**src/rtl/regfile_wb_arbiter.sv**
```systemverilog
// Register-file write-back arbiter: three requesters share one write port through
// a round-robin grant, with a one-cycle registered write and a busy scoreboard.
module regfile_wb_arbiter #(
    parameter int DATA_W = 32,
    parameter int ADDR_W = 5
) (
    input  logic                   clk,
    input  logic                   rst,
    input  logic                   stall,
    input  logic [2:0]             req_valid,
    input  logic [3*ADDR_W-1:0]    req_addr,
    input  logic [3*DATA_W-1:0]    req_data,
    output logic [2:0]             req_ready,
    input  logic                   rsv_valid,
    input  logic [ADDR_W-1:0]      rsv_addr,
    output logic                   RegWrite,
    output logic [ADDR_W-1:0]      A3,
    output logic [DATA_W-1:0]      WD3,
    output logic [2**ADDR_W-1:0]   busy
);

    localparam int NREG = 2**ADDR_W;

    logic [1:0]        ptr_q, ptr_d;
    logic              regwrite_q, regwrite_d;
    logic [ADDR_W-1:0] a3_q, a3_d;
    logic [DATA_W-1:0] wd3_q, wd3_d;
    logic [NREG-1:0]   busy_q, busy_d;

    logic [1:0]        ptr_eff;
    logic [1:0]        order [3];
    logic [1:0]        grant_idx;
    logic              hs;
    logic              commit;
    logic [ADDR_W-1:0] sel_addr;
    logic [DATA_W-1:0] sel_data;

    function automatic logic [1:0] inc_mod3(input logic [1:0] p);
        return (p >= 2'd2) ? 2'd0 : p + 2'd1;
    endfunction

    // Grant depends only on valid, stall, pointer and reset -- never on addr/data.
    always_comb begin
        // NOTE: every signal gets a default first so no path leaves it unassigned and infers a latch.
        ptr_eff   = (ptr_q == 2'd3) ? 2'd0 : ptr_q;
        order[0]  = ptr_eff;
        order[1]  = inc_mod3(ptr_eff);
        order[2]  = inc_mod3(order[1]);
        grant_idx = 2'd0;
        hs        = 1'b0;
        if (rst && !stall) begin
            // Scanning from the far end leaves the nearest valid requester as the winner.
            for (int k = 2; k >= 0; k--) begin
                if (req_valid[order[k]]) begin
                    grant_idx = order[k];
                    hs        = 1'b1;
                end
            end
        end
        req_ready = hs ? (3'b001 << grant_idx) : 3'b000;
    end

    always_comb begin
        case (grant_idx)
            2'd1: begin
                sel_addr = req_addr[ADDR_W +: ADDR_W];
                sel_data = req_data[DATA_W +: DATA_W];
            end
            2'd2: begin
                sel_addr = req_addr[2*ADDR_W +: ADDR_W];
                sel_data = req_data[2*DATA_W +: DATA_W];
            end
            default: begin
                sel_addr = req_addr[0 +: ADDR_W];
                sel_data = req_data[0 +: DATA_W];
            end
        endcase
    end

    always_comb begin
        commit     = hs && (sel_addr != '0);
        ptr_d      = hs ? inc_mod3(grant_idx) : ptr_eff;
        regwrite_d = commit;
        a3_d       = commit ? sel_addr : a3_q;
        wd3_d      = commit ? sel_data : wd3_q;

        // Reserve is applied after the clear so a same-address collision stays busy.
        busy_d = busy_q;
        if (commit) begin
            busy_d[sel_addr] = 1'b0;
        end
        if (rsv_valid && (rsv_addr != '0)) begin
            busy_d[rsv_addr] = 1'b1;
        end
        busy_d[0] = 1'b0;
    end

    // NOTE: sequential state uses non-blocking assignments so every flop samples pre-edge values.
    // NOTE: the scoreboard is a plain flop vector, so it is cleared by reset like any other state.
    always_ff @(posedge clk or negedge rst) begin
        if (!rst) begin
            ptr_q      <= 2'd0;
            regwrite_q <= 1'b0;
            a3_q       <= '0;
            wd3_q      <= '0;
            busy_q     <= '0;
        end else begin
            ptr_q      <= ptr_d;
            regwrite_q <= regwrite_d;
            a3_q       <= a3_d;
            wd3_q      <= wd3_d;
            busy_q     <= busy_d;
        end
    end

    assign RegWrite = regwrite_q;
    assign A3       = a3_q;
    assign WD3      = wd3_q;
    assign busy     = busy_q;

endmodule

```
**config.mk**
```make
export PLATFORM = sky130hd
export DESIGN_NAME = regfile_wb_arbiter
export DESIGN_NICKNAME = d
export VERILOG_FILES = /design/src/rtl/regfile_wb_arbiter.sv
export SDC_FILE = /design/constraint.sdc
export NUM_CORES = 1
export LEC_CHECK = 0
export ABC_CLOCK_PERIOD_IN_PS = 6240
export CAP_MARGIN = 20
export CORE_MARGIN = 10
export CORE_UTILIZATION = 34
export DETAILED_ROUTE_END_ITERATION = 8
export GPL_TIMING_DRIVEN = 1
export PLACE_DENSITY = 0.72
export SKIP_CTS_REPAIR_TIMING = 1
export SYNTH_ARGS = -nofsm -noshare
export SYNTH_HDL_FRONTEND = slang
export SYNTH_SLANG_ARGS = --single-unit
```
**constraint.sdc**
```tcl
create_clock -name clk -period 6.24 [get_ports clk]
set_input_delay 1.248 -clock clk [delete_from_list [all_inputs] [get_ports clk]]
set_output_delay 1.248 -clock clk [all_outputs]
set_load 0.02 [all_outputs]
```
; ---- After elaboration in Yosys (flattened, before gate mapping)
; Cells that the tools add are included.
[classes]
magnitude_cmp = 10
eq_ne = 3
bitwise_logic = 3
addsub = 3
shifts = 1
n_mux = 28
n_reduce_logical = 8
[op_table]
columns = operator, n
row1 = two-way mux 32 bit, 2
row2 = one-hot mux 32 bit (2 select lines), 1
row3 = bitwise AND 32 bit, 1
row4 = inverter 32 bit, 1
row5 = bitwise OR 32 bit, 1
row6 = two-way mux 2 bit, 9
row7 = "less-than comparator 5 x 6 -> 1 bit, second input constant", 2
row8 = demux 1 bit (select 5 bit), 2
row9 = ">= comparator 5 x 1 -> 1 bit, second input constant", 2
row10 = one-hot mux 5 bit (2 select lines), 1
row11 = nonzero test 5 bit, 2
row12 = "less-than comparator 2 x 3 -> 1 bit, second input constant", 3
row13 = two-way mux 1 bit, 9
row14 = "adder 2 x 1 -> 2 bit, second input constant", 3
row15 = binary-select mux 1 bit (select 2 bit), 3
row16 = ">= comparator 2 bit, second input constant", 3
row17 = logical AND 1 bit, 5
row18 = "== test 2 bit, second input constant", 2
row19 = two-way mux 3 bit, 1
row20 = "left shift 1 x 2 -> 3 bit, first input constant", 1
row21 = "== test 2 x 1 -> 1 bit, second input constant", 1
row22 = zero test 1 bit, 1
[totals]
input_bits = 123
regBits = 71
output_inout_bits = 73

; ---- Logic depth before layout (Yosys ltp)
; Gate-level depths: netlist of run 1.
[logic_depth]
word_depth = 23
ltp_mapped = 14
ltp_nobuf = 12

; ---- Worst setup path before layout of run 1
; No wires, ideal clock.
[synth_path]
path_kind = input to output
from = input port req_valid[0]
to = output port req_ready[2]
t_required_ns = 4.992
cell_stages = 8
t_arrival_ns = 2.886
n_path_buf = 2
path_slack_ns = 2.106
path_cell_list = inv_1 > maj3_1 > o2111a_1 > inv_1 > ha_1 > buf_2 > buf_1 > and3_1
[synth_via]
elab_chain_len = 8
elab_cells_between_ends = 16
cone_classes = 1 x shift / 15 x mux
[synth_lines]
columns = element, line
row1 = start: declaration, 10  ; input logic [2:0] req_valid,
row2 = binary-select mux 1 bit (select 2 bit), 54  ; if (req_valid[order[k]]) begin
row3 = two-way mux 1 bit (implied by the code), 54
row4 = two-way mux 2 bit (3 in a row), 54
row5 = two-way mux 2 bit, 51  ; if (rst && !stall) begin
row6 = left shift 1 x 2 -> 3 bit, 60  ; req_ready = hs ? (3'b001 << grant_idx) : 3'b000;
row7 = two-way mux 3 bit (*), 60
row8 = end: declaration, 13  ; output logic [2:0] req_ready,
; Every way passes the cells marked *; elsewhere a longest branch is shown, timed or not. The select of a mux whose other input is x is not followed.

; ---- Worst setup path in the final report of run 1
[layout_path]
from = input port req_valid[0]
to = output port req_ready[1]
; The elaborated chain is that of the path after synthesis.

==> impl_metrics.py, run 1 <==
metrics = {
    "detailed_routing": {
        "drtIter0Drc": 232,
        "post_drt_wl_per_cell_um": 19.3,
        "drtPass1Iterations": 5,
        "via_per_inst": 5.19,
        "drtAntennaViolNets": 0,
        "drc": 0,
        "vias": 3919,
        "wirelength_um": 14600,
    },
    "timing": {
        "max_slew.worst_pin.slew_ns": 0.887,
        "clock.fmax_ghz": 0.189,
        "slew_viol_final": 0,
        "rsz0062_at_grt": "false",
        "skew_ns": 0.00929,
        "tns_ns": 0,
        "setup_viol": 0,
        "min_period_ns": 5.29,
        "timing.final.crit_share_pct": 84.8,
        "hold_violations": 0,
        "relSlewSlack_pct": 40.9,
    },
    "placed_design": {
        "routabilityCongestion": 0.885,
        "hpwlAfterDp_um": 11500,
        "postPlaceCellArea_mm2": 0.00602,
        "portBuffers": 194,
    },
    "worst_setup_path": {
        "cpMaxStageDelayCell": "ha_2",
        "required_ns": 4.99,
        "setup.worst_path.end_class": "primary output",
        "cp-start-kind": "input pin",
        "cpPeakStageDelay_ns": 0.78,
        "crit_top_cell": "clkdlybuf4s50_1",
        "path_class": "in -> out",
        "cp.arrival_ns": 4.04,
        "cp_cell_sequence": "clkdlybuf4s50_1, inv_1, a21oi_1, nor2_1, o2111ai_1, ha_2, and3_1, clkdlybuf4s50_1",
        "cp_max_fo": 38,
    },
    "layout": {
        "multi_input_area_mm2": 0.00202,
        "seq_area_mm2": 0.00178,
        "final_layout_size_suffix_gt1_share_pct": 12.4,
        "nets": 737,
        "fillers": 1052,
        "final_util_pct": 54.9,
        "num_antenna_cells": 0,
        "finish.instance_area_mm2": 0.00635,
        "areaGrowthSynthToFinish_pct": 56.4,
    },
    "cts": {
        "clock_path_buffers": 2,
        "clkTransAtPathRegs_ns": 0.05,
        "cts_root_buffer": "clkbuf_16",
        "clkLatencyLatePin_ns": 0.32,
        "cts_tree": "done",
        "numCtsBuffers": 9,
        "clock-sinks": 71,
        "h-tree-depth": 3,
    },
    "synthesis": {
        "post-synth-top-count-cell": "dfrtp_1",
        "ys_top_cells_by_area": "dfrtp_1 44%, o21ai_2 7.8%, a22oi_1 6.1%, nand2_1 5.2%, a21oi_1 4.1%",
        "synth_warnings": 0,
        "netlist_instances": 427,
        "synthArstFlopShare_pct": 100,
        "synth_nets": 557,
        "synthFlopType": "dfrtp_1",
        "yosys.area.top_type": "dfrtp_1",
        "ys_types": 45,
        "avgSynthCellArea_um2": 9.51,
        "yosys.area.top_type_share_pct": 43.8,
        "seq_area_frac_synth_pct": 43.8,
        "syn-cell-area_mm2": 0.00406,
        "synthTopCellsByCount": "71 x dfrtp_1, 56 x nand2_1, 36 x nor2_1, 36 x o21ai_2",
        "synth-edff-count": 0,
        "ys_seq_elements": 71,
    },
    "die": {
        "coreArea_mm2": 0.0116,
        "io_pins": 196,
        "initial_utilization_pct": 35.1,
        "rows": 39,
        "die_y_um": 129,
        "die_w_um": 129,
        "dieArea_mm2": 0.0167,
    },
    "status": {
        "status": "finished, final reports clean",
    },
    "hold_path": {
        "min-delay-path-class": "reg -> reg",
    },
    "global_routing": {
        "grt_use_total_pct": 16.8,
        "antenna_found_initial": 0,
        "grt_pass1_vias": 4035,
        "globalRouteOverflowTotal": 0,
        "grt_max_degree": 72,
        "grt_pass1_wl_um": 22600,
    },
    "power_and_ir_drop": {
        "powerDensity_mw_per_mm2": 312,
        "cellLeakagePower_nw": 2.63,
        "ir_drop_mv": 0.178,
    },
    "run": {
        "max-cap-violations": 0,
    },
}
-- worst max-delay path: cells and delay by family --
family	cells	cell delay, ns
adders and majority gates	1	0.78
and+or+nand+nor	2	0.31
AOI/OAI and AO/OA	2	0.53
buffers and inverters	3	1.18
-- layout by cell type, fill, tap and decap left out, drive strengths merged, types with 2 or more instances in the layout --
cell type      Yosys  layout
o41ai              8       8
nand2             57      57
ha                 7       7
a221oi             4       4
o21ai             54      54
a22oi             33      33
clkbuf            10      11
nor2              36      36
o221ai            16      16
o31ai              7       7
clkdlybuf4s50      0     193
bufinv             0       2
nor3b              2       2
buf               19       5
or3b               3       3
nand3             11      11
clkinv             0       2
inv               22      22
nor2b              5       5
a21oi             33      33
or2                4       4
and3               3       3
nand3b             5       5
mux2               2       2
o22ai              2       2
dfrtp             71      71
-- layout make-up --
class	instances	area share [%]
clock inverters	5	1.28
clock buffers	11	3.82
flip-flops and latches	71	28.0
multi-input cells	305	31.8
inverters	22	1.30
repair buffers	198	31.0
well taps	143	2.82
-- state kept, by name (all words and copies together), names as in the netlist --
name and flops:
WD3 32, busy 31, ptr_q 2, A3 5, RegWrite 1
-- where the power goes --
part,internal (mW),switching [mW],leakage [nW]
clock,0.361,0.187,0.156
combinational,0.371,0.423,1.65
sequential,0.572,0.0686,0.818
-- path summary, 6_finish.rpt --
kind | start | cells past startpoint | to | slack (ns)
setup / recovery | req_valid[0] | 8 | req_ready[1] | 0.95
hold / removal | WD3[17]$_DFFE_PN0N_ | 2 | WD3[17]$_DFFE_PN0N_ | 0.47
setup reg to reg | ptr_q[0]$_DFF_PN0_ | 12 | WD3[30]$_DFFE_PN0N_ | 2.11
hold reg to reg | WD3[17]$_DFFE_PN0N_ | 2 | WD3[17]$_DFFE_PN0N_ | 0.47
max in group asynchronous | rst | 2 | WD3[15]$_DFFE_PN0N_ | 4.47
min in group asynchronous | rst | 2 | WD3[1]$_DFFE_PN0N_ | 1.21
-- through the flow --
stage               hold WS (ns)  instances  setup slack, ns  power [mW]
floorplan                  0.586        427             2.11        1.06
global placement           0.460        739             1.01        1.44
detailed placement         0.463        739            0.910        1.45
CTS                        0.475        755            0.909        2.01
global route               0.496        755            0.794        2.09
finish                     0.471        755            0.950        1.98
-- metal layers --
| layer | GRT usage [%] | wire length (µm) |
|---|---|---|
| met5 | 0 | 0 |
| met3 | 6.93 | 1920 |
| met1 | 19.7 | 5780 |
| met4 | 2.34 | 59 |
| met2 | 28.7 | 6840 |
-- cells by family (layout without fill, tap and decap cells) --
logic type               Yosys count  count (layout)  share of synthesized area, %
AO/OA/AOI/OAI                    165             165                          31.6
AND/OR/NAND/NOR                  129             129                          14.9
flip-flops                        71              71                          43.8
buffers and inverters             51             236                          6.63
adder cells (fa/ha/maj)            8               8                          2.40
multiplexers                       2               2                         0.555
other                              1               1                        0.0924
No activity file was read; power rests on OpenSTA's default activity.
==> inputs of run 2 (changes only) <==
Settings changed: ABC_CLOCK_PERIOD_IN_PS 6240 to 5450.
Clock period 6.24 ns to 5.45 ns, I/O delays scaled along.
==> run 2 against run 1 <==
Effect of this change: critical path type unchanged; sequential cell count unchanged; routed wire length increased by 1.8%; sequential power increased by 14%; critical path depth unchanged; non-clock buffer count increased by 1; combinational power increased by 15%; via count increased by 1.8%; worst setup slack got worse by 0.11 ns.
==> impl_metrics.py, run 2 (same netlist as run 1, synthesis figures left out) <==
metrics = {
    "power_and_ir_drop": {
        "cellLeakagePower_nw": 2.66,
        "p_clk_share_pct": 30.5,
        "powerDensity_mw_per_mm2": 370,
        "p_int_mw": 1.58,
        "switching_share_pct": 33.6,
        "power_frac_comb_pct": 38.6,
        "report.power.total_mw": 2.37,
        "ir_drop_mv": 0.188,
        "sequentialPowerShare_pct": 30.8,
        "power_switching_mw": 0.798,
    },
    "cts": {
        "cts_root_buffer": "clkbuf_16",
        "clock-sinks": 71,
        "h-tree-depth": 3,
        "clkLatencyLatePin_ns": 0.33,
        "clock_path_buffers": 2,
        "numCtsBuffers": 9,
        "cts_tree": "done",
        "clkTransAtPathRegs_ns": 0.05,
    },
    "timing": {
        "max_slew.worst_pin.slew_ns": 0.907,
        "holdWs_ns": 0.473,
        "rsz0062_at_grt": "false",
        "min_period_ns": 4.61,
        "clock.fmax_ghz": 0.217,
        "hold_violations": 0,
        "finalWorstSetupSlack_ns": 0.836,
        "skew_ns": 0.00504,
        "relSlewSlack_pct": 39.6,
        "slew_viol_final": 0,
        "timing.final.crit_share_pct": 84.7,
        "tns_ns": 0,
        "setup_viol": 0,
    },
    "worst_setup_path": {
        "cp.arrival_ns": 3.52,
        "cp_max_fo": 7,
        "critical_path.top_delay_family": "buffers and inverters",
        "cpPeakStageDelay_ns": 0.61,
        "required_ns": 4.36,
        "path_class": "in -> out",
        "cp-start-kind": "input pin",
        "setup.worst_path.end_class": "primary output",
        "cpMaxStageDelayCell": "clkdlybuf4s50_1",
        "critPathLaunch": "req_valid[0]",
        "cp_cell_sequence": "clkdlybuf4s50_1, inv_1, maj3_1, o2111a_1, inv_1, ha_1, and3_1, clkdlybuf4s50_1",
        "r2r-start": "ptr_q[0]$_DFF_PN0_",
        "crit_buf_inv": 4,
    },
    "global_routing": {
        "globalRouteOverflowTotal": 0,
        "grt_pass1_vias": 4061,
        "grt_max_degree": 72,
        "grt_use_total_pct": 17.3,
        "antenna_found_initial": 0,
        "grt_pass1_wl_um": 23100,
    },
    "placed_design": {
        "postPlaceCellArea_mm2": 0.00604,
        "hpwlAfterDp_um": 11400,
        "portBuffers": 194,
        "routabilityCongestion": 0.901,
        "place_ws_ns": 0.822,
        "numPlacedInstances": 740,
    },
    "die": {
        "dieArea_mm2": 0.0167,
        "initial_utilization_pct": 35.1,
        "rows": 39,
        "coreArea_mm2": 0.0116,
        "die_w_um": 129,
        "die_y_um": 129,
        "io_pins": 196,
    },
    "detailed_routing": {
        "post_drt_wl_per_cell_um": 19.7,
        "drtIter0Drc": 207,
        "wirelength_um": 14900,
        "vias": 3988,
        "via_per_inst": 5.28,
        "drtPass1Iterations": 4,
        "drtAntennaViolNets": 0,
        "drc": 0,
    },
    "layout": {
        "final_layout_size_suffix_gt1_share_pct": 12.7,
        "stdcell_count": 756,
        "nets": 738,
        "largest_reg_flops": 32,
        "finish.instance_area_mm2": 0.00641,
        "areaGrowthSynthToFinish_pct": 58.0,
        "num_antenna_cells": 0,
        "final_common_cell": "clkdlybuf4s50_1",
        "final_util_pct": 55.5,
        "final_cell_mix": "193 x clkdlybuf4s50_1, 71 x dfrtp_1, 56 x nand2_1",
    },
    "status": {
        "status": "finished, final reports clean",
    },
    "run": {
        "max-cap-violations": 0,
    },
    "hold_path": {
        "hp-start": "WD3[13]$_DFFE_PN0N_",
        "min-delay-path-class": "reg -> reg",
    },
}
[run 2: cell type report]
class	instances	area [µm²]
clock buffer	9	225
clock inverter	7	145
fill	1013	5150
inverter	22	82.6
multi-input combinational	305	2020
sequential	71	1780
tap	143	179
timing repair buffer	199	1990
[run 2: final timing paths]
path,endpoint,slack [ns],depth (start not counted)
worst max-delay path,req_ready[2],0.84,8
worst min-delay path,WD3[13]$_DFFE_PN0N_,0.47,2
worst max register to register,busy[31]$_DFF_PN0_,1.65,12
worst min register to register,WD3[13]$_DFFE_PN0N_,0.47,2
max in group asynchronous,WD3[28]$_DFFE_PN0N_,3.85,2
min in group asynchronous,busy[2]$_DFF_PN0_,1.01,2
[run 2: per-layer routing]
| layer | part of all wire (%) | up-vias | GRT usage (%) |
|---|---|---|---|
| li1 | - | 1928 | - |
| met1 | 41 | 1849 | 21.2 |
| met2 | 45 | 195 | 28.3 |
| met3 | 12 | 16 | 5.91 |
| met4 | 1.1 | 0 | 4.68 |
| met5 | 0 | - | 0 |
[run 2: power groups by stage]
stage / registers (mW) / clock network (mW) / logic (mW)
after floorplan: 0.885 / 0 / 0.326
after global placement: 0.735 / 0 / 0.912
after detailed placement: 0.740 / 0 / 0.927
after CTS: 0.733 / 0.738 / 0.930
after global routing: 0.746 / 0.763 / 0.986
final: 0.732 / 0.725 / 0.917
[run 2: worst reg2reg max path, cell delays in order, from the launching register on]
cell	delay [ns]
dfrtp_1	0.34
inv_1	0.05
ha_1	0.40
a21oi_1	0.16
nor2_1	0.05
o2111ai_1	0.38
ha_2	0.28
buf_4	0.37
a22oi_1	0.18
o21ai_0	0.70
nand3_1	0.32
o41ai_1	0.30
o21ai_0	0.14
==> inputs of run 3 (changes only) <==
Settings changed: ABC_CLOCK_PERIOD_IN_PS 5450 to 3900, PLACE_DENSITY 0.72 to 0.75.
Clock period 5.45 ns to 3.9 ns, I/O delays scaled along.
==> run 3 against run 2 <==
Effect of this change: non-clock buffer count increased by 13; sequential cell count is the same; critical endpoint unchanged; core utilization grew 0.79 points; combinational power rose by 43%; largest power group unchanged; global-route usage rose by 0.21 points; hold slack lost 0.042 ns; clock skew is 0.0035 ns higher; sequential power increased by 39%.
==> impl_metrics.py, run 3 (same netlist as run 1, synthesis figures left out) <==
metrics = {
    "status": {
        "status": "finished, final reports clean",
    },
    "worst_setup_path": {
        "critical_path.top_delay_family": "buffers and inverters",
        "cp_max_fo": 3,
        "cp.arrival_ns": 3.05,
        "r2r_end": "WD3[27]$_DFFE_PN0N_",
        "cpPeakStageDelay_ns": 0.60,
        "required_ns": 3.12,
        "crit_buf_inv": 4,
        "r2r_cells": 11,
        "cpMaxStageDelayCell": "clkdlybuf4s50_1",
        "cp_cell_sequence": "clkdlybuf4s50_1, inv_1, maj3_1, o2111a_1, inv_1, ha_1, and3_1, clkdlybuf4s50_1",
        "r2r-start": "ptr_q[0]$_DFF_PN0_",
        "path_class": "in -> out",
        "setup.worst_path.end_class": "primary output",
        "rrSetupSlack_ns": 0.62,
        "cp-start-kind": "input pin",
    },
    "placed_design": {
        "hpwlAfterDp_um": 12000,
        "routabilityCongestion": 0.888,
        "portBuffers": 194,
        "place_ws_ns": -0.0145,
        "postPlaceCellArea_mm2": 0.00617,
    },
    "timing": {
        "rsz0062_at_grt": "false",
        "setup_viol": 0,
        "hold_violations": 0,
        "clock.fmax_ghz": 0.261,
        "min_period_ns": 3.83,
        "timing.final.crit_share_pct": 98.2,
        "slew_viol_final": 0,
        "skew_ns": 0.00850,
        "max_slew.worst_pin.slew_ns": 0.722,
        "finalWorstSetupSlack_ns": 0.0711,
        "holdWs_ns": 0.432,
        "tns_ns": 0,
        "relSlewSlack_pct": 51.9,
    },
    "die": {
        "initial_utilization_pct": 35.1,
        "die_y_um": 129,
        "rows": 39,
        "die_w_um": 129,
        "dieArea_mm2": 0.0167,
        "io_pins": 196,
        "coreArea_mm2": 0.0116,
    },
    "layout": {
        "num_antenna_cells": 0,
        "nets": 751,
        "final_cell_mix": "193 x clkdlybuf4s50_1, 71 x dfrtp_1, 56 x nand2_1",
        "finish.instance_area_mm2": 0.00651,
        "largest_reg_flops": 32,
        "final_layout_size_suffix_gt1_share_pct": 14.7,
        "fillers": 1004,
        "final_common_cell": "clkdlybuf4s50_1",
        "areaGrowthSynthToFinish_pct": 60.2,
    },
    "detailed_routing": {
        "drc": 0,
        "via_per_inst": 5.34,
        "drtPass1Iterations": 5,
        "drtAntennaViolNets": 0,
        "drtIter0Drc": 278,
        "post_drt_wl_per_cell_um": 19.8,
        "vias": 4106,
        "wirelength_um": 15200,
    },
    "cts": {
        "clock-sinks": 71,
        "numCtsBuffers": 9,
        "clkTransAtPathRegs_ns": 0.06,
        "clock_path_buffers": 2,
        "clkLatencyLatePin_ns": 0.33,
        "h-tree-depth": 3,
        "cts_root_buffer": "clkbuf_16",
        "cts_tree": "done",
    },
    "power_and_ir_drop": {
        "p_int_mw": 2.13,
        "cellLeakagePower_nw": 2.71,
        "power_switching_mw": 1.11,
        "report.power.total_mw": 3.24,
        "power_frac_comb_pct": 40.4,
        "ir_drop_mv": 0.261,
        "powerDensity_mw_per_mm2": 498,
        "switching_share_pct": 34.4,
        "p_clk_share_pct": 28.0,
        "sequentialPowerShare_pct": 31.6,
    },
    "global_routing": {
        "grt_max_degree": 65,
        "antenna_found_initial": 2,
        "grt_pass1_wl_um": 23300,
        "grt_pass1_vias": 4230,
        "globalRouteOverflowTotal": 0,
        "grt_use_total_pct": 17.5,
    },
    "run": {
        "max-cap-violations": 0,
    },
    "hold_path": {
        "min-delay-path-class": "in -> async",
    },
}
run 3: changes by cell type in the layout (fill, tap and decap cells not counted), sizes merged:
cell      previous run  this run
buf                  6        19
bufinv               4         2
clkbuf               9        11
clkinv               2         1
clkinvlp             1         2
run 3: cell type report:
| class | count | area (µm²) | share of cell area, % |
|---|---|---|---|
| Sequential cell | 71 | 1780 | 27.3 |
| Inverter | 22 | 82.6 | 1.27 |
| Tap cell | 143 | 179 | 2.75 |
| Timing Repair Buffer | 212 | 2110 | 32.5 |
| Clock buffer | 11 | 253 | 3.88 |
| Clock inverter | 5 | 80.1 | 1.23 |
| Multi-Input combinational cell | 305 | 2020 | 31.1 |
run 3: routing by layer:
layer / up-vias / track usage (%) / part of all wire [%] / wire length [µm]
met2: 198 / 27.7 / 46 / 6940
met4: 0 / 5.55 / 1.2 / 182
met1: 1934 / 21.1 / 40 / 6160
met3: 14 / 7.30 / 13 / 1960
met5: - / 0 / 0 / 0
li1: 1960 / - / - / -
run 3: how the worst max path moves through the flow:
stage,endpoint,depth (start not counted),start
after floorplan,WD3[0]$_DFFE_PN0N_,10,req_valid[0]
after global placement,req_ready[2],8,req_valid[0]
after detailed placement,WD3[20]$_DFFE_PN0N_,14,req_valid[0]
after CTS,req_ready[1],8,req_valid[0]
after global routing,req_ready[2],8,req_valid[0]
final,req_ready[2],8,req_valid[0]
run 3: per-stage QoR:
stage          instances  utilization (%)
6_report             769             56.3
2_1_floorplan        427                -
4_1_cts              769             56.2
5_1_grt              769             56.3
3_3_place_gp         753             53.3
3_5_place_dp         753             53.3
run 3: power groups by stage:
stage / clock, mW / sequential, mW / combinational (mW)
6_report: 0.905 / 1.02 / 1.31
5_1_grt: 0.952 / 1.04 / 1.41
4_1_cts: 0.923 / 1.02 / 1.32
3_5_place_dp: 0 / 1.03 / 1.32
3_3_place_gp: 0 / 1.03 / 1.30
2_1_floorplan: 0 / 1.24 / 0.456
==> variant (flow settings as in run 3) <==
Reset style: synchronous (`rst`), changed in one clocked block.
--- a/src/rtl/regfile_wb_arbiter.sv
+++ b/src/rtl/regfile_wb_arbiter.sv
@@ -97,7 +97,7 @@
 
     // NOTE: sequential state uses non-blocking assignments so every flop samples pre-edge values.
     // NOTE: the scoreboard is a plain flop vector, so it is cleared by reset like any other state.
-    always_ff @(posedge clk or negedge rst) begin
+    always_ff @(posedge clk) begin
         if (!rst) begin
             ptr_q      <= 2'd0;
             regwrite_q <= 1'b0;
Behaviour: differs if rst is asserted again (counterexample within 4 cycles, from zero or initial values and one cycle with rst low); with rst held inactive, the same outputs for 10 cycles.
==> variant against run 3 <==
- synthesized cell count up 17%
- sequential cell count unchanged
- routed wire length up 5.1%
- final area down 1.1%
- setup slack better by 0.25 ns
- synthesized area down 3.8%
- critical path type is now input port to flip-flop
- critical endpoint is now busy[29]
Power is not compared: it rests on default switching activity, and its combinational part moved more than twofold at a synthesized area within 25%.
==> variant: results (changes against run 3) <==
{| class="wikitable"
! Metric !! Value
|-
| Result of the run || finished, final reports clean
|-
| Number of different library cells in the post-synthesis netlist || 50 (+11%)
|-
| Slowest cell delay on critical path || 0.51 ns (-0.09 ns)
|-
| Crit-path slowest cell || or4b_1
|-
| Proportion of layout cells with a drive suffix above 1 || 8.32% (-6.4 points)
|-
| Top cell family by delay on the critical path || simple AND/OR/NAND/NOR gates
|-
| Worst supply voltage drop on vdd || 253 µV
|-
| Portion of netlist area occupied by mux cells || 0% (-0.55 points)
|-
| Global router's overall resource usage || 18.7% (+1.3 points)
|-
| Met1 demand-to-capacity share in global routing || 22.2% (+1.2 points)
|-
| Fraction of registers with async set/reset || 0% (-100 points)
|-
| Clock slew at the register clock pins of the worst setup and hold paths || 0.06 ns (about the same)
|-
| Type of the tightest min-delay check || flip-flop to flip-flop
|-
| Sequential-to-total area share from yosys stat || 36.4% (-7.4 points)
|-
| Drt first-iter violations || 417 (+50%)
|-
| Gpl congestion || 0.851 (-4.2%)
|-
| Post-detail-place hpwl || 12,200 µm (+1.8%)
|-
| Antenna violations before repair || 0 (-2)
|-
| Count of non-filler cells in the finished layout || 840 (+9.2%)
|-
| First-pass GRT wire length || 25,000 µm (+7.5%)
|-
| Largest net degree at the start of global routing || 75 (+15%)
|-
| Launch instance of the worst register-to-register path || ptr_q[0]
|-
| Number of search-and-repair iterations in the first detailed-routing pass || 6 (+1)
|-
| Clk_lat worst skew || 0.33 ns (about the same)
|-
| Number of nets in the layout || 822 (+9.5%)
|-
| Worst slack, placed || -0.000893 ns (+0.0136 ns)
|-
| Vias in the first global route || 4,661 (+10%)
|-
| Startpoint of the worst setup timing path || req_valid[0]
|-
| Synth Flop Type || dfxtp_1
|-
| Synthesized-area fraction occupied by ao, oa, aoi and oai cells || 35.2% (+3.6 points)
|-
| Synthesized-area fraction occupied by adder cells || 2.50% (+0.096 points)
|-
| Leading cell types by total area after synthesis || dfxtp_1 (36%), o21ai_0 (9.6%), a21boi_0 (7.1%)
|-
| CP arrival || 3.80 ns (+0.75 ns)
|-
| Clock tree skew after final layout || 0.00379 ns (-0.00471 ns)
|-
| Met2 track demand over resource || 32.2% (+4.5 points)
|-
| CP Max Fanout || 6 (+3)
|-
| Met3 global-route usage || 5.75% (-1.6 points)
|-
| Total via count in the routed design || 4,601 (+12%)
|-
| Post-synth net total || 631 (+13%)
|-
| Detailed-route wire length per cell || 19.1 µm (-3.8%)
|-
| Synth cell count leaders || o21ai_0 (75), nand2_1 (72), dfxtp_1 (71), nand3_1 (49), a21boi_0 (37)
|-
| Count of fill cells added during filler insertion || 1,010 (+0.60%)
|-
| Transition time of the tightest slew-check pin || 1.10 ns (+0.375 ns)
|-
| Post-synthesis area per instance || 7.79 µm² (-18%)
|}
## variant: cell types whose count changed after synthesis, moves of 36 or more
cell | before | now
a21boi_0 | 0 | 37
dfrtp_1 | 71 | 0
dfxtp_1 | 0 | 71
nand3_1 | 11 | 49
o21ai_0 | 10 | 75
o21ai_2 | 36 | 0
## variant: metal layers
metal / share of wire, % / wire length, µm / vias to the layer above
met4: 1.0 / 168 / 0
met3: 7.7 / 1230 / 14
met5: 0 / 0 / -
li1: - / - / 2241
met2: 50 / 8000 / 187
met1: 41 / 6620 / 2159
## variant: worst register-to-register path, stage by stage, from the launching register on
cell      delay (ns)
dfxtp_1         0.34
inv_1           0.05
ha_1            0.36
maj3_1          0.36
o2111a_1        0.28
ha_2            0.35
nor2b_1         0.16
or2_0           0.23
or4b_1          0.51
or3_1           0.33
a32o_1          0.27
## variant: final cells by class
class	instances	area, µm²	area share [%]
tap	143	179	2.78
clock buffer	9	225	3.50
multi-input combinational	376	2280	35.5
inverter	6	22.5	0.350
timing repair buffer	228	2220	34.6
clock inverter	7	80.1	1.24
sequential	71	1420	22.1
## variant: logic make-up after synthesis
group,after synthesis
other,1
AND/OR/NAND/NOR,165
buffers and inverters,54
adder cells (fa/ha/maj),8
flip-flops,71
AO/OA/AOI/OAI,202
## variant: worst paths after layout
kind / to / slack (ns) / depth (start not counted)
max: busy[29] / 0.32 / 10
min: busy[16] / 0.47 / 2
max reg2reg: busy[29] / 0.55 / 10
min reg2reg: busy[16] / 0.47 / 2
## variant: metrics by stage
stage	hold slack, ns	cell area (µm²)
final	0.473	6440
after global routing	0.505	6440
after CTS	0.474	6430
after detailed placement	0.466	6120
after global placement	0.459	6120
after floorplan	0.548	3910
## variant: where the power goes
group / switching, mW / leakage, nW / internal [mW] / total [mW]
combinational: 0.246 / 1.63 / 0.254 / 0.500
sequential: 0.0155 / 0.577 / 0.757 / 0.772
clock: 0.338 / 0.143 / 0.503 / 0.841
total: 0.599 / 2.35 / 1.51 / 2.11
